## config.mk

```make
export PLATFORM = sky130hd
export DESIGN_NAME = bp_be_prefetch_scheduler
export DESIGN_NICKNAME = d
export VERILOG_FILES = /design/src/rtl/bp_be_prefetch_scheduler.sv
export SDC_FILE = /design/constraint.sdc
export NUM_CORES = 1
export LEC_CHECK = 0
export ABC_AREA = 1
export BUFFER_PORTS_ARGS = -buffer_cell sky130_fd_sc_hd__clkbuf_2
export CAP_MARGIN = 5
export CORE_ASPECT_RATIO = 1.1
export CORE_UTILIZATION = 50
export CTS_CLUSTER_DIAMETER = 120
export CTS_CLUSTER_SIZE = 12
export DETAILED_ROUTE_END_ITERATION = 16
export PLACE_DENSITY = 0.68
export SYNTH_ARGS = -nofsm -noshare
export SYNTH_HDL_FRONTEND = slang
export SYNTH_SLANG_ARGS = --single-unit
```

## constraint.sdc

```tcl
create_clock -name clk_i -period 16.6 [get_ports clk_i]
set_clock_uncertainty 0.05 [all_clocks]
set_input_delay 3.32 -clock clk_i [delete_from_list [all_inputs] [get_ports clk_i]]
set_output_delay 3.32 -clock clk_i [all_outputs]
set_load 0.05 [all_outputs]
```

## src/rtl/bp_be_prefetch_scheduler.sv

```systemverilog
// Prefetch scheduler: buffers stride-detector streams in a FIFO and walks each one into the D$ prefetch port.
// Optional statistics counters are enabled by defining BP_BE_PREFETCH_STATS_EN.
module bp_be_prefetch_scheduler #(
  parameter int vaddr_width_p  = 39,
  parameter int stride_width_p = 8,
  parameter int queue_els_p    = 4,
  parameter int degree_p       = 4,
  parameter int stat_width_p   = 16
) (
  input  logic                      clk_i,
  input  logic                      reset_n_i,
  input  logic                      start_discovery_i,
  input  logic                      confirm_discovery_i,
  input  logic [vaddr_width_p-1:0]  striding_pc_i,
  input  logic [vaddr_width_p-1:0]  eff_addr_i,
  input  logic [stride_width_p-1:0] stride_i,
  input  logic                      flush_i,
  output logic                      pf_v_o,
  output logic [vaddr_width_p-1:0]  pf_addr_o,
  input  logic                      pf_ready_and_i,
  output logic                      busy_o,
  output logic [stat_width_p-1:0]   issue_count_o,
  output logic [stat_width_p-1:0]   drop_count_o
);

  localparam int PTR_W = $clog2(queue_els_p);
  localparam int PW    = PTR_W + 1;
  localparam logic [3:0] DEG_CONF = 4'(degree_p);

  localparam logic [0:0] IDLE  = 1'b0;
  localparam logic [0:0] ISSUE = 1'b1;

  function automatic logic signed [vaddr_width_p-1:0] sext_stride(input logic [stride_width_p-1:0] s);
    return {{(vaddr_width_p-stride_width_p){s[stride_width_p-1]}}, s};
  endfunction

  // Stage p0: stream FIFO
  logic [vaddr_width_p-1:0]  pc_mem     [queue_els_p];
  logic [vaddr_width_p-1:0]  addr_mem   [queue_els_p];
  logic [stride_width_p-1:0] stride_mem [queue_els_p];
  logic [3:0]                deg_mem    [queue_els_p];
  logic [PW-1:0]             wptr_p0, rptr_p0;

  logic [0:0]                state_p1;
  logic [vaddr_width_p-1:0]  cur_addr_p1;
  logic [vaddr_width_p-1:0]  cur_pc_p1;
  logic [stride_width_p-1:0] cur_stride_p1;
  logic [3:0]                rem_p1;

  logic empty, full, issuing, hs, last, pop, in_v, drop_in, enq;
  logic [PTR_W-1:0] head;
  logic signed [vaddr_width_p-1:0] head_step, cur_step;

  assign empty   = (wptr_p0 == rptr_p0);
  assign full    = (wptr_p0[PTR_W] != rptr_p0[PTR_W]) &&
                   (wptr_p0[PTR_W-1:0] == rptr_p0[PTR_W-1:0]);
  assign head    = rptr_p0[PTR_W-1:0];
  assign issuing = (state_p1 == ISSUE);
  assign hs      = issuing & pf_ready_and_i;
  assign last    = hs & (rem_p1 == 4'd1);
  // Refill straight from the FIFO on the final handshake so streams run back-to-back.
  assign pop     = ~flush_i & ~empty & (~issuing | last);

  assign in_v    = start_discovery_i | confirm_discovery_i;
  assign drop_in = (stride_i == '0) | (full & ~pop) | flush_i |
                   (issuing & (cur_pc_p1 == striding_pc_i));
  assign enq     = in_v & ~drop_in;

  assign head_step = sext_stride(stride_mem[head]);
  assign cur_step  = sext_stride(cur_stride_p1);

  always_ff @(posedge clk_i) begin
    if (enq) begin
      pc_mem[wptr_p0[PTR_W-1:0]]     <= striding_pc_i;
      addr_mem[wptr_p0[PTR_W-1:0]]   <= eff_addr_i;
      stride_mem[wptr_p0[PTR_W-1:0]] <= stride_i;
      deg_mem[wptr_p0[PTR_W-1:0]]    <= confirm_discovery_i ? DEG_CONF : 4'd1;
    end
  end

  always_ff @(posedge clk_i or negedge reset_n_i) begin
    if (!reset_n_i) begin
      wptr_p0 <= '0;
      rptr_p0 <= '0;
    end else if (flush_i) begin
      rptr_p0 <= wptr_p0;
    end else begin
      if (enq) wptr_p0 <= wptr_p0 + PW'(1);
      if (pop) rptr_p0 <= rptr_p0 + PW'(1);
    end
  end

  // Stage p1: issue engine
  always_ff @(posedge clk_i or negedge reset_n_i) begin
    if (!reset_n_i) begin
      state_p1    <= IDLE;
      cur_addr_p1 <= '0;
      rem_p1      <= '0;
    end else if (flush_i) begin
      state_p1 <= IDLE;
    end else if (pop) begin
      state_p1    <= ISSUE;
      cur_addr_p1 <= addr_mem[head] + $unsigned(head_step);
      rem_p1      <= deg_mem[head];
    end else if (hs) begin
      if (last) begin
        state_p1 <= IDLE;
      end else begin
        cur_addr_p1 <= cur_addr_p1 + $unsigned(cur_step);
        rem_p1      <= rem_p1 - 4'd1;
      end
    end
  end

  always_ff @(posedge clk_i) begin
    if (pop) begin
      cur_pc_p1     <= pc_mem[head];
      cur_stride_p1 <= stride_mem[head];
    end
  end

  assign pf_v_o    = issuing;
  assign pf_addr_o = cur_addr_p1;
  assign busy_o    = issuing | ~empty;

`ifdef BP_BE_PREFETCH_STATS_EN
  function automatic logic [stat_width_p-1:0] sat_inc(input logic [stat_width_p-1:0] c);
    return (&c) ? c : c + stat_width_p'(1);
  endfunction

  logic [stat_width_p-1:0] issue_cnt, drop_cnt;

  always_ff @(posedge clk_i or negedge reset_n_i) begin
    if (!reset_n_i) begin
      issue_cnt <= '0;
      drop_cnt  <= '0;
    end else begin
      if (hs)              issue_cnt <= sat_inc(issue_cnt);
      if (in_v & ~enq)     drop_cnt  <= sat_inc(drop_cnt);
    end
  end

  assign issue_count_o = issue_cnt;
  assign drop_count_o  = drop_cnt;
`else
  assign issue_count_o = '0;
  assign drop_count_o  = '0;
`endif

endmodule
```

==> run metrics <==
Rows 82; Final min period 6.18 ns; TritonCTS clock tree built; Post-layout nets around 2800; largest net degree at the start of global routing 104; Arrival @ worst endpoint 6.30 ns; hold_ws 0.456 ns; asr flop ratio synth about 11%; crit start category input pin; first-pass GRT wire length between 90000 and 100000 um; CTS buffer count 43; Netlist cell types 45; Worst slew margin 21.1%; initial DRC count 1130; port buffer count around 130; Critical Path End Type flip-flop; Reg clk slew, reported paths 0.06 ns; Post-synth EDFFs ~400; Seq/Total Area, Yosys a little under three fifths; Antenna Nets Post-Route 0; Core Area 45700 um2; Post-Syn Area per Cell roughly 9 um2; Worst Hold Launch rem_p1[1]; routability cong. about 0.92; Setup Buffers After CTS 0; Post-Syn Instances 2505; Clock Tree Buf Depth 3; root buffer cell clkbuf_16; die height 228 um; most frequent cells after synthesis nand2_1, edfxtp_1, nor2_1, inv_1, o21ai_0; # DRC 0; Top FF cell, synth edfxtp_1; Pins Over Slew Limit 0; RSZ-0062 raised after global routing false; FF+latch count, synth 449; period utilisation layout 37.2%; Worst Setup SP striding_pc_i[19]; fin util 55.6%; DP Cell Count around 3200; critical setup path kind in2reg; Die W between 200 and 250 um; Critical Path RT 16.72 ns; top-count cell post-synth nand2_1; DR vias 17400; Least-Margin Pin Slew 1.18 ns; Post-CTS Hold Fix Bufs 0; vias per std cell 5.39; H-tree lvl count 2; fin cells approximately 3200; DIE AREA 47100 um2; CP Max Fanout 55; vias in the first global route 17300; clock latency at the later pin of the worst-skew pair 0.56 ns; Initial Utilization 50.7%; Ys Warns 0; I/O pins 165; status finished clean; Setup violations, final 0; hold crit path type reg2reg; clock sink total 449; Detailed Place HPWL 38000 um; grt ovf 0; Layout area overhead 9.67%; Netlist Area Pre-Place 23100 um2; Post-Route WL 57300 um; reg2reg start rptr_p0[0]; share of cells above drive strength 1 8.38%; initial antenna violation count 9; TNS Setup 0 ns; Resized Gates After CTS 0; ranking of synthesized cells by area edfxtp_1, nand2_1, nor2_1; Tot GR Track Use 24.6%; endpoints failing hold 0; top-area cell type share of the netlist area 51.8%; Synth area leader edfxtp_1; fmax 0.162 GHz; 1st-pass router iterations 5; Max Cap Viol 0; WL per Instance 17.8 um
-- sequential cells by signal (all words and copies together), names as in the netlist --
signal,flops
pf_v_o,1
deg_mem,8
stride_mem,32
rem_p1,4
wptr_p0,3
cur_pc_p1,39
cur_stride_p1,8
addr_mem,156
pf_addr_o,39
rptr_p0,3
pc_mem,156
-- cells by family (layout without fill, tap and decap cells) --
family | count (synthesis) | after routing | synth area share [%]
buffers and inverters | 367 | 468 | 6.74
xor gates and xnor gates | 50 | 50 | 1.89
DFF | 449 | 449 | 57.2
and+or+nand+nor | 1123 | 1123 | 19.4
other | 1 | 35 | 0.0162
AOI/OAI and AO/OA | 430 | 430 | 10.1
adders and majority gates | 85 | 85 | 4.66
-- stage by stage --
step           area, um2  setup WS (ns)
2_1_floorplan      23300           8.28
3_3_place_gp       24200           9.85
3_5_place_dp       24200           9.80
4_1_cts            25400          10.37
5_1_grt            25400          10.22
6_report           25400          10.42
-- worst max-delay path, cell delays in order --
cell	delay (ns)
clkbuf_2	0.12
inv_1	0.06
or2_2	0.29
nand2_1	0.06
nor2_1	0.04
nand3_1	0.10
nor2_1	0.06
nand2_1	0.06
nor2_1	0.05
nand2_1	0.13
nand2_2	0.20
nor2_4	0.94
buf_4	0.81
-- area by class of cell --
| cell class | instances | area, um2 |
|---|---|---|
| fill | 4038 | 20300 |
| sequential | 449 | 13200 |
| multi-input combinational | 1720 | 8490 |
| clock buffer | 59 | 1140 |
| inverter | 261 | 983 |
| timing repair buffer | 146 | 766 |
| tap | 588 | 736 |
| clock inverter | 2 | 17.5 |
| antenna | 3 | 7.51 |
-- placed cells by master, fill, tap and decap left out, types with 9 or more instances in the layout --
master and n:
a21oi_1 90, a31oi_1 10, buf_4 14, clkbuf_1 16
clkbuf_16 43, clkbuf_2 132, conb_1 32, dfrtp_1 48
edfxtp_1 399, ha_1 83, inv_1 257, nand2_1 622
nand3_1 98, nand3b_1 9, nand4_1 10, nor2_1 338
nor3_1 20, o21ai_0 214, o22ai_1 87, or2_2 10
xnor2_1 22, xor2_1 28
-- routing by layer --
metal	part of all wire (%)	vias up	global-route usage, %
met4	2.6	14	8.71
met1	42	8194	29.9
met2	50	453	44.4
met5	0.16	-	0
li1	-	8623	-
met3	5.9	109	4.05
-- path summary, 6_finish.rpt --
check	end	slack, ns	cells after the start
setup / recovery	pc_mem[2][28]	10.42	13
hold / removal	rem_p1[1]	0.46	2
hold reg to reg	rem_p1[1]	0.46	2
max in group asynchronous	rptr_p0[0]	13.09	2
min in group asynchronous	pf_addr_o[4]	2.85	2
setup reg to reg	pf_addr_o[35]	11.71	19
Power is left out: the tool's default activity adds up to more than one toggle a clock period on the data nets, which glitch-free logic cannot reach.
